<file path="config.mk">
export PLATFORM = sky130hd
export DESIGN_NAME = triangle_fetch
export DESIGN_NICKNAME = d
export VERILOG_FILES = /design/src/rtl/triangle_fetch.sv
export SDC_FILE = /design/constraint.sdc
export NUM_CORES = 1
export LEC_CHECK = 0
export CAP_MARGIN = 10
export CORE_UTILIZATION = 40
export DETAILED_ROUTE_END_ITERATION = 7
export PLACE_DENSITY = 0.8
export SLEW_MARGIN = 20
export SYNTH_ARGS = -nofsm -noshare
export SYNTH_HDL_FRONTEND = slang
export SYNTH_SLANG_ARGS = --single-unit
export TNS_END_PERCENT = 100
</file>
<file path="constraint.sdc">
create_clock -name Clk -period 6.6 [get_ports Clk]
set_input_delay 1.32 -clock Clk [delete_from_list [all_inputs] [get_ports Clk]]
set_output_delay 1.32 -clock Clk [all_outputs]
set_load 0.01 [all_outputs]
</file>
<file path="src/rtl/triangle_fetch.sv">
// Walks the on-chip triangle list once per frame and hands each triangle to the
// rasterizer through a held valid/ready register, absorbing the list read latency.
module triangle_fetch #(
    parameter int WI      = 8,
    parameter int WF      = 8,
    parameter int Waddr   = 7,
    parameter int RD_LAT  = 1,
    parameter int MAX_TRI = 100
) (
    input  logic                          Clk,
    input  logic                          Reset,
    input  logic                          frame_start,
    input  logic                          frame_abort,
    input  logic                          list_empty,
    input  logic                          list_read_done,
    input  logic [2:0][2:0][WI+WF-1:0]    list_triangle,
    output logic                          list_r_en,
    output logic [2:0][2:0][WI+WF-1:0]    tri_out,
    output logic                          tri_valid,
    input  logic                          tri_ready,
    output logic                          busy,
    output logic                          frame_done,
    output logic                          overflow,
    output logic [Waddr-1:0]              tri_count
);

    localparam int LW = (RD_LAT > 1) ? $clog2(RD_LAT) : 1;

    typedef enum logic [2:0] {
        S_IDLE = 3'd0,
        S_WAIT = 3'd1,
        S_CAPT = 3'd2,
        S_HOLD = 3'd3,
        S_ADV  = 3'd4,
        S_CHK  = 3'd5,
        S_DONE = 3'd6
    } state_t;

    state_t                       r_state;
    state_t                       w_next;
    logic [LW-1:0]                r_lat_cnt;
    logic [2:0][2:0][WI+WF-1:0]   r_tri_out;
    logic                         r_tri_valid;
    logic                         r_list_r_en;
    logic                         r_busy;
    logic                         r_frame_done;
    logic                         r_overflow;
    logic [Waddr-1:0]             r_tri_count;
    logic                         w_accept;
    logic                         w_last;
    logic                         w_start;

    assign w_accept = (r_state == S_HOLD) & r_tri_valid & tri_ready;
    assign w_last   = (r_tri_count == Waddr'(MAX_TRI - 1));
    assign w_start  = (r_state == S_IDLE) & frame_start & ~frame_abort;

    // Next-state logic; abort overrides every state
    always_comb begin
        w_next = r_state;
        if (frame_abort) begin
            w_next = S_IDLE;
        end else begin
            case (r_state)
                S_IDLE: begin
                    if (frame_start) w_next = list_empty ? S_DONE : S_WAIT;
                    else             w_next = S_IDLE;
                end
                S_WAIT: begin
                    if (r_lat_cnt == LW'(0)) w_next = S_CAPT;
                    else                     w_next = S_WAIT;
                end
                S_CAPT: w_next = S_HOLD;
                S_HOLD: begin
                    if (w_accept) w_next = w_last ? S_DONE : S_ADV;
                    else          w_next = S_HOLD;
                end
                S_ADV:  w_next = S_CHK;
                S_CHK: begin
                    if (list_read_done) w_next = S_DONE;
                    else                w_next = S_WAIT;
                end
                S_DONE:  w_next = S_IDLE;
                default: w_next = S_IDLE;
            endcase
        end
    end

    // State, registered outputs (decoded from next state so they align with it) and counters
    always_ff @(posedge Clk or posedge Reset) begin
        if (Reset) begin
            r_state      <= S_IDLE;
            r_lat_cnt    <= LW'(0);
            r_tri_out    <= '0;
            r_tri_valid  <= 1'b0;
            r_list_r_en  <= 1'b0;
            r_busy       <= 1'b0;
            r_frame_done <= 1'b0;
            r_overflow   <= 1'b0;
            r_tri_count  <= Waddr'(0);
        end else begin
            r_state      <= w_next;
            r_tri_valid  <= (w_next == S_HOLD);
            r_list_r_en  <= (w_next == S_ADV);
            r_busy       <= (w_next == S_WAIT) || (w_next == S_CAPT) || (w_next == S_HOLD) ||
                            (w_next == S_ADV)  || (w_next == S_CHK);
            r_frame_done <= (w_next == S_DONE);

            if ((w_next == S_WAIT) && (r_state != S_WAIT)) begin
                r_lat_cnt <= LW'(RD_LAT - 1);
            end else if ((r_state == S_WAIT) && (r_lat_cnt != LW'(0))) begin
                r_lat_cnt <= r_lat_cnt - LW'(1);
            end else begin
                r_lat_cnt <= r_lat_cnt;
            end

            if ((r_state == S_CAPT) && !frame_abort) begin
                r_tri_out <= list_triangle;
            end else begin
                r_tri_out <= r_tri_out;
            end

            // Count is cleared only by an accepted start and survives abort and done
            if (w_start) begin
                r_tri_count <= Waddr'(0);
                r_overflow  <= 1'b0;
            end else if (w_accept && !frame_abort) begin
                r_tri_count <= r_tri_count + Waddr'(1);
                r_overflow  <= r_overflow | w_last;
            end else begin
                r_tri_count <= r_tri_count;
                r_overflow  <= r_overflow;
            end
        end
    end

    assign list_r_en  = r_list_r_en;
    assign tri_out    = r_tri_out;
    assign tri_valid  = r_tri_valid;
    assign busy       = r_busy;
    assign frame_done = r_frame_done;
    assign overflow   = r_overflow;
    assign tri_count  = r_tri_count;

endmodule

</file>
==> impl_metrics.ini, run 1 <==
[floorplanning]
core_area_mm2 = 0.0151
floorplan.die_area_mm2 = 0.0159
fp-row-count = 45
chipHeight_um = 126
floorplan.initialDensity_pct = 40.8
die_w_um = 126
i_o_pin_total = 307

[setup_path]
critical-path-max-stage-delay_ns = 0.77
req_time_crit_path_ns = 6.89
critical-path-top-delay-family = buffers and inverters
critical_path.cell_chain = clkdlybuf4s50_1, nor4b_2, buf_4, mux2_2
critPathBufInv = 2
crit_path_start_kind = input pin
crit_type = input pin to flip-flop
crit_fanout = 77
critical_path_arrival_ns = 3.47
worstSetupEndpointType = flip-flop
cp_slowest_cell = buf_4

[routing]
wl_mm = 16.0
num_vias = 4416
dr.pass1.iters = 4
routed-wl-met2_mm = 8.15
wirelength_met1_mm = 6.33
topRoutingLayerUsed = met4
antenna_left = 0
drt_iter0_drc = 183
via_per_inst = 4.89
routedWlPerCell_um = 17.7
wl_met3_mm = 1.20
drt_drc_violations_left = 0

[global_routing]
grt_first_pass_wirelength_mm = 25.2
global_route.overflow_total = 0
grt_pass1_vias = 4650
largest_net_degree_at_the_start_of_global_routing = 98
gr-usage-all-layers_pct = 20.7
antenna_found_initial = 0

[synthesis]
synth-main-ff-cell = dfrtp_1
synth_async_sr_flop_share_pct = 100
syn-cell-area_mm2 = 0.00618
yosys_register_bits = 160
synth_top_area_share_pct = 64.8
synth_top_cell_by_area = dfrtp_1
cells_after_synth = 395
yosys_warnings = 0
synthesis.area_per_instance_um2 = 15.6
synth_enable_flop_cells = 0
synth_most_common_cell = dfrtp_1
synthTopCellsByArea = dfrtp_1 65%, mux2_2 26%, buf_2 1.4%
synth_fp_nets = 547
synth.yosys.seq_area_share_pct = 64.8
synth.top_cells.by_count = 160 x dfrtp_1, 144 x mux2_2, 17 x buf_2
synth.distinct_cells = 34

[clock_network]
post_cts_hold_buffers = 0
cts-root-to-sink-buffers = 2
worst_skew_pair.late_latency_ns = 0.41
cts.root.buffer_cell = clkbuf_16
post_cts.repair.setup_buffers = 0
cts_sinks = 160
clock_slew_at_the_register_clock_pins_of_the_worst_setup_and_hold_paths_ns = 0.06
clock_tree_from_tritoncts = yes
total_cts_buffers = 17
post_cts_resize_count = 0
h_tree_level_count = 4

[pwr]
pwr_density_cell_mw_per_mm2 = 457
switching_portion_of_total_power_pct = 28.1
p_leak_nw = 4.14
power.ir.vdd_worst_mv = 0.194
power_frac_seq_pct = 36.6
power_report.internal_total_w = 0.00329
clock_power_share_pct = 22.4
power_switching_w = 0.00129
power_frac_comb_pct = 41.0

[placed_design]
gp_congestion = 0.802
post-dp-hpwl_mm = 11.8
port-buffer-count = 306
placed_cells = 873

[timing]
worst_clock_skew_ns = 0.00828
setup_violations = 0
slew_headroom_pct = 34.7
tns_ns = 0
finalHoldViolations = 0
min_period_ns = 3.18
max_slew_violation_count = 0
timing.final.crit_share_pct = 48.2
max_freq_ghz = 0.314
slew_at_the_pin_closest_to_its_max_slew_limit_ns = 0.980
setup_repair_after_global_routing_missed_its_margin = no

[layout]
fin_nets = 856
insertedDiodeCount = 0
share_of_final_layout_standard_cells_stronger_than_drive_strength_1_pct = 25.5
instances_no_fill = 903
areaGrowthSynthToFinish_pct = 62.3

[min_path]
worstHoldPathType = flip-flop to flip-flop

[status]
run_status = completed

[flow_run]
maxCapViolations = 0
## per-stage QoR
step / hold slack [ns] / setup slack (ns) / area (um2) / utilization (%) / power (W)
2_1_floorplan: 0.511 / 0.960 / 6180 / - / 0.00242
3_3_place_gp: 0.487 / 3.10 / 9410 / 62.1 / 0.00352
3_5_place_dp: 0.495 / 3.00 / 9410 / 62.1 / 0.00359
4_1_cts: 0.509 / 3.44 / 10000 / 66.2 / 0.00463
5_1_grt: 0.517 / 3.32 / 10000 / 66.2 / 0.00481
6_report: 0.502 / 3.42 / 10000 / 66.2 / 0.00458
## state kept, by name, indices dropped and copies added, names as in the netlist
name	cells
overflow	1
tri_valid	1
r_state	3
tri_count	7
frame_done	1
list_r_en	1
r_lat_cnt	1
busy	1
tri_out	144
## worst reg2reg max path, stage by stage (launching register included)
cell and delay (ns):
dfrtp_1 0.60, nor4b_2 0.33, buf_4 0.77, mux2_2 0.51
## worst paths after layout
check	start	endpoint	slack [ns]	cells past startpoint
worst max-delay path	frame_abort	tri_out[93]	3.42	4
worst min-delay path	tri_out[28]	tri_out[28]	0.50	1
worst max register to register	r_state[1]	tri_out[93]	4.28	3
worst min register to register	tri_out[28]	tri_out[28]	0.50	1
max in group asynchronous	Reset	tri_out[24]	3.73	3
min in group asynchronous	Reset	tri_count[1]	1.42	2
## power groups by stage
stage | Clock (W) | Sequential, W | Combinational, W
2_1_floorplan | 0 | 0.00189 | 0.000526
3_3_place_gp | 0 | 0.00167 | 0.00185
3_5_place_dp | 0 | 0.00170 | 0.00190
4_1_cts | 0.00105 | 0.00168 | 0.00190
5_1_grt | 0.00109 | 0.00174 | 0.00198
6_report | 0.00103 | 0.00168 | 0.00188
## routing by layer
| layer | up-vias | GRT usage, % |
|---|---|---|
| li1 | 2026 | - |
| met1 | 2159 | 24.8 |
| met2 | 205 | 34.9 |
| met3 | 26 | 6.71 |
| met4 | 0 | 7.94 |
| met5 | - | 0 |
## layout by cell type, fill, tap and decap left out, types with 4 or more instances in the layout
cell type          n
clkdlybuf4s50_1  306
dfrtp_1          160
mux2_2           144
clkbuf_16         17
nor2_1             9
nand2_1            9
inv_1              5
a21oi_1            4
nor3_1             4
xnor2_1            4
bufinv_16          4
## cells by family (layout without fill, tap and decap cells)
kind of cell,Yosys count,count (layout),share of synthesized area (%)
buffers and inverters,25,345,1.98
AOI/OAI and AO/OA,17,17,1.84
xor gates and xnor gates,5,5,0.709
adders and majority gates,1,1,0.202
DFF,160,160,64.8
and+or+nand+nor,43,43,4.21
muxes,144,144,26.2
## layout make-up
type	count	area, um2
Fill cell	1081	5120
Sequential cell	160	4000
Timing Repair Buffer	309	3090
Multi-Input combinational cell	210	2060
Clock buffer	20	457
Tap cell	188	235
Clock inverter	10	161
Inverter	6	27.5
No activity file was read; power rests on OpenSTA's default activity.
==> run 2, diff against run 1 <==
CORE_UTILIZATION = 36   (was 40)
PLACE_DENSITY = 0.76   (was 0.8)
clock period = 2.6 ns   (was 6.6 ns; I/O delays follow)
==> run 2 against run 1 <==
  * Register-to-register slack lost 3.6 ns
  * Via count rose by 0.95%
  * Setup slack worse by 2.8 ns
  * Sequential share of layout area decreased by 0.55 points
==> impl_metrics.ini, run 2 (synthesis results as in run 1) <==
[status]
run_status = completed

[clock_network]
post_cts_resize_count = 0
cts_sinks = 160
h_tree_level_count = 4
cts.root.buffer_cell = clkbuf_16
clock_tree_from_tritoncts = yes
cts-root-to-sink-buffers = 2
total_cts_buffers = 17
clock_slew_at_the_register_clock_pins_of_the_worst_setup_and_hold_paths_ns = 0.07
post_cts_hold_buffers = 0
worst_skew_pair.late_latency_ns = 0.41
post_cts.repair.setup_buffers = 0

[layout]
share_of_final_layout_standard_cells_stronger_than_drive_strength_1_pct = 26.3
most-common-layout-cells = 306 x clkdlybuf4s50_1, 160 x dfrtp_1, 144 x mux2_2, 17 x clkbuf_16
fillCellCount = 1313
insertedDiodeCount = 0
largest_reg_flops = 144
fin_area_mm2 = 0.0102
areaGrowthSynthToFinish_pct = 64.6
fin_nets = 864
layout_commonest_cell = clkdlybuf4s50_1
instances_no_fill = 945

[routing]
num_vias = 4458
dr.pass1.iters = 4
drt_drc_violations_left = 0
antenna_left = 0
drt_iter0_drc = 120
routedWlPerCell_um = 17.3
via_per_inst = 4.72
wl_mm = 16.3

[placed_design]
port-buffer-count = 306
post_dp_cell_area_mm2 = 0.00956
placed_cells = 913
post-dp-hpwl_mm = 12.4
gp_congestion = 0.825

[timing]
hold_slack_ns = 0.504
timing.final.crit_share_pct = 75.1
tns_ns = 0
worst_clock_skew_ns = 0.00804
finalHoldViolations = 0
slew_at_the_pin_closest_to_its_max_slew_limit_ns = 0.529
setup_repair_after_global_routing_missed_its_margin = no
slew_headroom_pct = 64.7
min_period_ns = 1.95
setup_violations = 0
max_freq_ghz = 0.512
max_slew_violation_count = 0

[global_routing]
gr-usage-all-layers_pct = 19.4
grt_pass1_vias = 4864
largest_net_degree_at_the_start_of_global_routing = 64
antenna_found_initial = 0
grt_first_pass_wirelength_mm = 26.4
global_route.overflow_total = 0

[floorplanning]
chipHeight_um = 133
core_area_mm2 = 0.0166
floorplan.initialDensity_pct = 37.1
floorplan.die_area_mm2 = 0.0177
i_o_pin_total = 307
fp-row-count = 47
die_w_um = 133

[min_path]
worstHoldPathType = flip-flop to flip-flop

[setup_path]
req_time_crit_path_ns = 2.08
crit_type = flip-flop to primary output
critical_path.cell_chain = clkdlybuf4s50_1
worstSetupEndpointType = primary output
critical_path_arrival_ns = 1.43
crit_fanout = 5
critical-path-max-stage-delay_ns = 0.58
crit_path_start_kind = flip-flop
critPathBufInv = 1
critical-path-top-delay-family = buffers and inverters
cp_slowest_cell = clkdlybuf4s50_1

[flow_run]
maxCapViolations = 0

[pwr]
power.ir.vdd_worst_mv = 0.600
p_leak_nw = 4.18
pwr_density_cell_mw_per_mm2 = 1140
==> run 2: routing by layer <==
layer,wire length (um),GRT usage [%]
met1,5960,21.1
met2,8610,34.5
met3,1280,6.25
met4,467,7.92
met5,0,0
==> run 2: report_power, final <==
group          switching [W]  internal (W)  total [W]
registers           0.000611       0.00365    0.00426
clock network        0.00105       0.00154    0.00258
logic                0.00169       0.00309    0.00478
==> run 2: area by class of cell <==
cell class | instances | area [um2] | share of cell area [%]
Sequential cell | 160 | 4000 | 39.4
Clock buffer | 19 | 433 | 4.26
Multi-Input combinational cell | 210 | 2060 | 20.2
Tap cell | 220 | 275 | 2.71
Clock inverter | 13 | 176 | 1.73
Timing Repair Buffer | 317 | 3200 | 31.4
Inverter | 6 | 26.3 | 0.258
==> run 2: final timing paths <==
| path | from | to | slack (ns) | cells past startpoint |
|---|---|---|---|---|
| max in group asynchronous | Reset | tri_out[80] | 1.36 | 3 |
| hold reg to reg | tri_out[43] | tri_out[43] | 0.50 | 1 |
| setup reg to reg | r_state[1] | tri_out[19] | 0.68 | 4 |
| hold / removal | tri_out[43] | tri_out[43] | 0.50 | 1 |
| min in group asynchronous | Reset | tri_out[90] | 0.54 | 2 |
| setup / recovery | tri_count[3] | tri_count[3] | 0.65 | 1 |
==> run 2: per-stage QoR <==
stage | power [W] | util [%] | worst slack, ns
6_report | 0.0116 | 61.1 | 0.647
5_1_grt | 0.0122 | 61.1 | 0.574
4_1_cts | 0.0118 | 61.1 | 0.611
3_5_place_dp | 0.00916 | 57.4 | 0.244
3_3_place_gp | 0.00896 | 57.4 | 0.242
2_1_floorplan | 0.00613 | - | 0.0512
==> run 3, diff against run 2 <==
CORE_UTILIZATION = 40   (was 36)
PLACE_DENSITY = 0.8   (was 0.76)
clock period = 2 ns   (was 2.6 ns; I/O delays follow)
==> run 3 against run 2 <==
  * Sequential share of layout area decreased by 0.49 points
  * Worst hold slack got worse by 0.23 ns
  * Power increased by 29%
  * Critical endpoint is now tri_out[140]
==> impl_metrics.ini, run 3 (synthesis results as in run 1) <==
[global_routing]
grt_first_pass_wirelength_mm = 25.7
global_route.overflow_total = 0
use_met3_pct = 6.75
antenna_found_initial = 0
globalRouteMet2Util_pct = 37.2
largest_net_degree_at_the_start_of_global_routing = 71
met1_usage_pct = 24.1
grt_pass1_vias = 4817
gr-usage-all-layers_pct = 21.2
grt-busiest-layer = met2

[pwr]
power_frac_seq_pct = 37.1
power.ir.vdd_worst_mv = 0.655
switching_portion_of_total_power_pct = 28.6
post_layout_power_w = 0.0150
pwr_density_cell_mw_per_mm2 = 1460
power_switching_w = 0.00429
clock_power_share_pct = 20.9
power_report.internal_total_w = 0.0107
power_frac_comb_pct = 42.0
p_leak_nw = 4.28

[layout]
largest_reg_flops = 144
most-common-layout-cells = 306 x clkdlybuf4s50_1, 160 x dfrtp_1, 144 x mux2_2, 20 x buf_4, 17 x clkbuf_16
areaGrowthSynthToFinish_pct = 66.7
insertedDiodeCount = 0
fin_nets = 882
share_of_final_layout_standard_cells_stronger_than_drive_strength_1_pct = 28.2
fin_area_mm2 = 0.0103
layout_commonest_cell = clkdlybuf4s50_1

[setup_path]
req_time_crit_path_ns = 2.29
critical_path.cell_chain = nor4b_4, buf_4, buf_12, mux2_2
cp_slowest_cell = dfrtp_1
critical_path_arrival_ns = 2.20
critical-path-max-stage-delay_ns = 0.55
worstSetupEndpointType = flip-flop
crit_fanout = 27
crit_path_start_kind = flip-flop
crit_type = flip-flop to flip-flop

[timing]
tns_ns = 0
min_period_ns = 1.90
setup_violations = 0
timing.final.crit_share_pct = 95.2
slew_at_the_pin_closest_to_its_max_slew_limit_ns = 0.479
setup_repair_after_global_routing_missed_its_margin = no
finalHoldViolations = 0
worst_clock_skew_ns = 0.00768
slew_headroom_pct = 68.1
max_slew_violation_count = 0
max_freq_ghz = 0.525

[floorplanning]
chipHeight_um = 126
floorplan.die_area_mm2 = 0.0159
floorplan.initialDensity_pct = 40.8
core_area_mm2 = 0.0151
die_w_um = 126
fp-row-count = 45
i_o_pin_total = 307

[status]
run_status = completed

[routing]
routedWlPerCell_um = 17.6
via_per_inst = 4.87
antenna_left = 0
drt_iter0_drc = 156
dr.pass1.iters = 4
wl_mm = 16.3
drt_drc_violations_left = 0
num_vias = 4526

[clock_network]
total_cts_buffers = 17
cts_sinks = 160
worst_skew_pair.late_latency_ns = 0.41
post_cts.repair.setup_buffers = 0
cts.root.buffer_cell = clkbuf_16
post_cts_hold_buffers = 0
cts-root-to-sink-buffers = 2
clock_tree_from_tritoncts = yes
clock_slew_at_the_register_clock_pins_of_the_worst_setup_and_hold_paths_ns = 0.06
h_tree_level_count = 4
post_cts_resize_count = 0

[placed_design]
post_dp_cell_area_mm2 = 0.00972
post-dp-hpwl_mm = 12.3
gp_congestion = 0.846
port-buffer-count = 306

[min_path]
worstHoldPathType = input pin to async pin

[flow_run]
maxCapViolations = 0
[run 3: changes by cell type in the layout (fill, tap and decap cells not counted), sizes merged]
cell,delta
buf,+18
bufinv,-1
clkbuf,+1
clkinv,+4
clkinvlp,+1
inv,-6
[run 3: path summary, 6_finish.rpt]
| check | start | depth (start not counted) | slack [ns] | endpoint |
|---|---|---|---|---|
| max reg2reg | r_state[0] | 4 | 0.1 | tri_out[140] |
| min reg2reg | tri_out[141] | 1 | 0.50 | tri_out[141] |
| max | r_state[0] | 4 | 0.1 | tri_out[140] |
| max in group asynchronous | Reset | 4 | 1.09 | tri_out[127] |
| min | Reset | 2 | 0.27 | tri_out[93] |
| min in group Clk | tri_out[141] | 1 | 0.50 | tri_out[141] |
[run 3: power by group through the flow]
| stage | clock, W | combinational [W] | sequential, W |
|---|---|---|---|
| 2_1_floorplan | 0 | 0.00174 | 0.00624 |
| 3_3_place_gp | 0 | 0.00622 | 0.00551 |
| 3_5_place_dp | 0 | 0.00635 | 0.00560 |
| 4_1_cts | 0.00321 | 0.00639 | 0.00558 |
| 5_1_grt | 0.00335 | 0.00665 | 0.00577 |
| 6_report | 0.00314 | 0.00631 | 0.00557 |
[run 3: layout make-up]
cell class | instances | area [um2]
Multi-Input combinational cell | 210 | 2070
Timing Repair Buffer | 335 | 3390
Clock inverter | 11 | 115
Sequential cell | 160 | 4000
Tap cell | 188 | 235
Fill cell | 1037 | 4850
Inverter | 6 | 26.3
Clock buffer | 20 | 457
[run 3: critical path: cells and delay by family, from the launching register on]
family | cells | cell delay, ns
buf+inv | 2 | 0.47
flops | 1 | 0.55
mux | 1 | 0.36
simple gates | 1 | 0.39
[run 3: through the flow]
step                      utilization, %  cells  hold slack, ns  setup slack, ns
after floorplan                        -    395           0.511           -0.429
after CTS                           67.9    930           0.256           0.0290
after detailed placement            64.2    899           0.494           -0.224
after global placement              64.2    899           0.488           -0.179
final                               68.0    930           0.273           0.0952
after global routing                68.0    930           0.271           0.0198
[run 3: metal layers]
layer / vias up / share of wire, %
li1: 2071 / -
met1: 2229 / 38
met2: 198 / 53
met3: 28 / 6.7
met4: 0 / 1.8
met5: - / 0
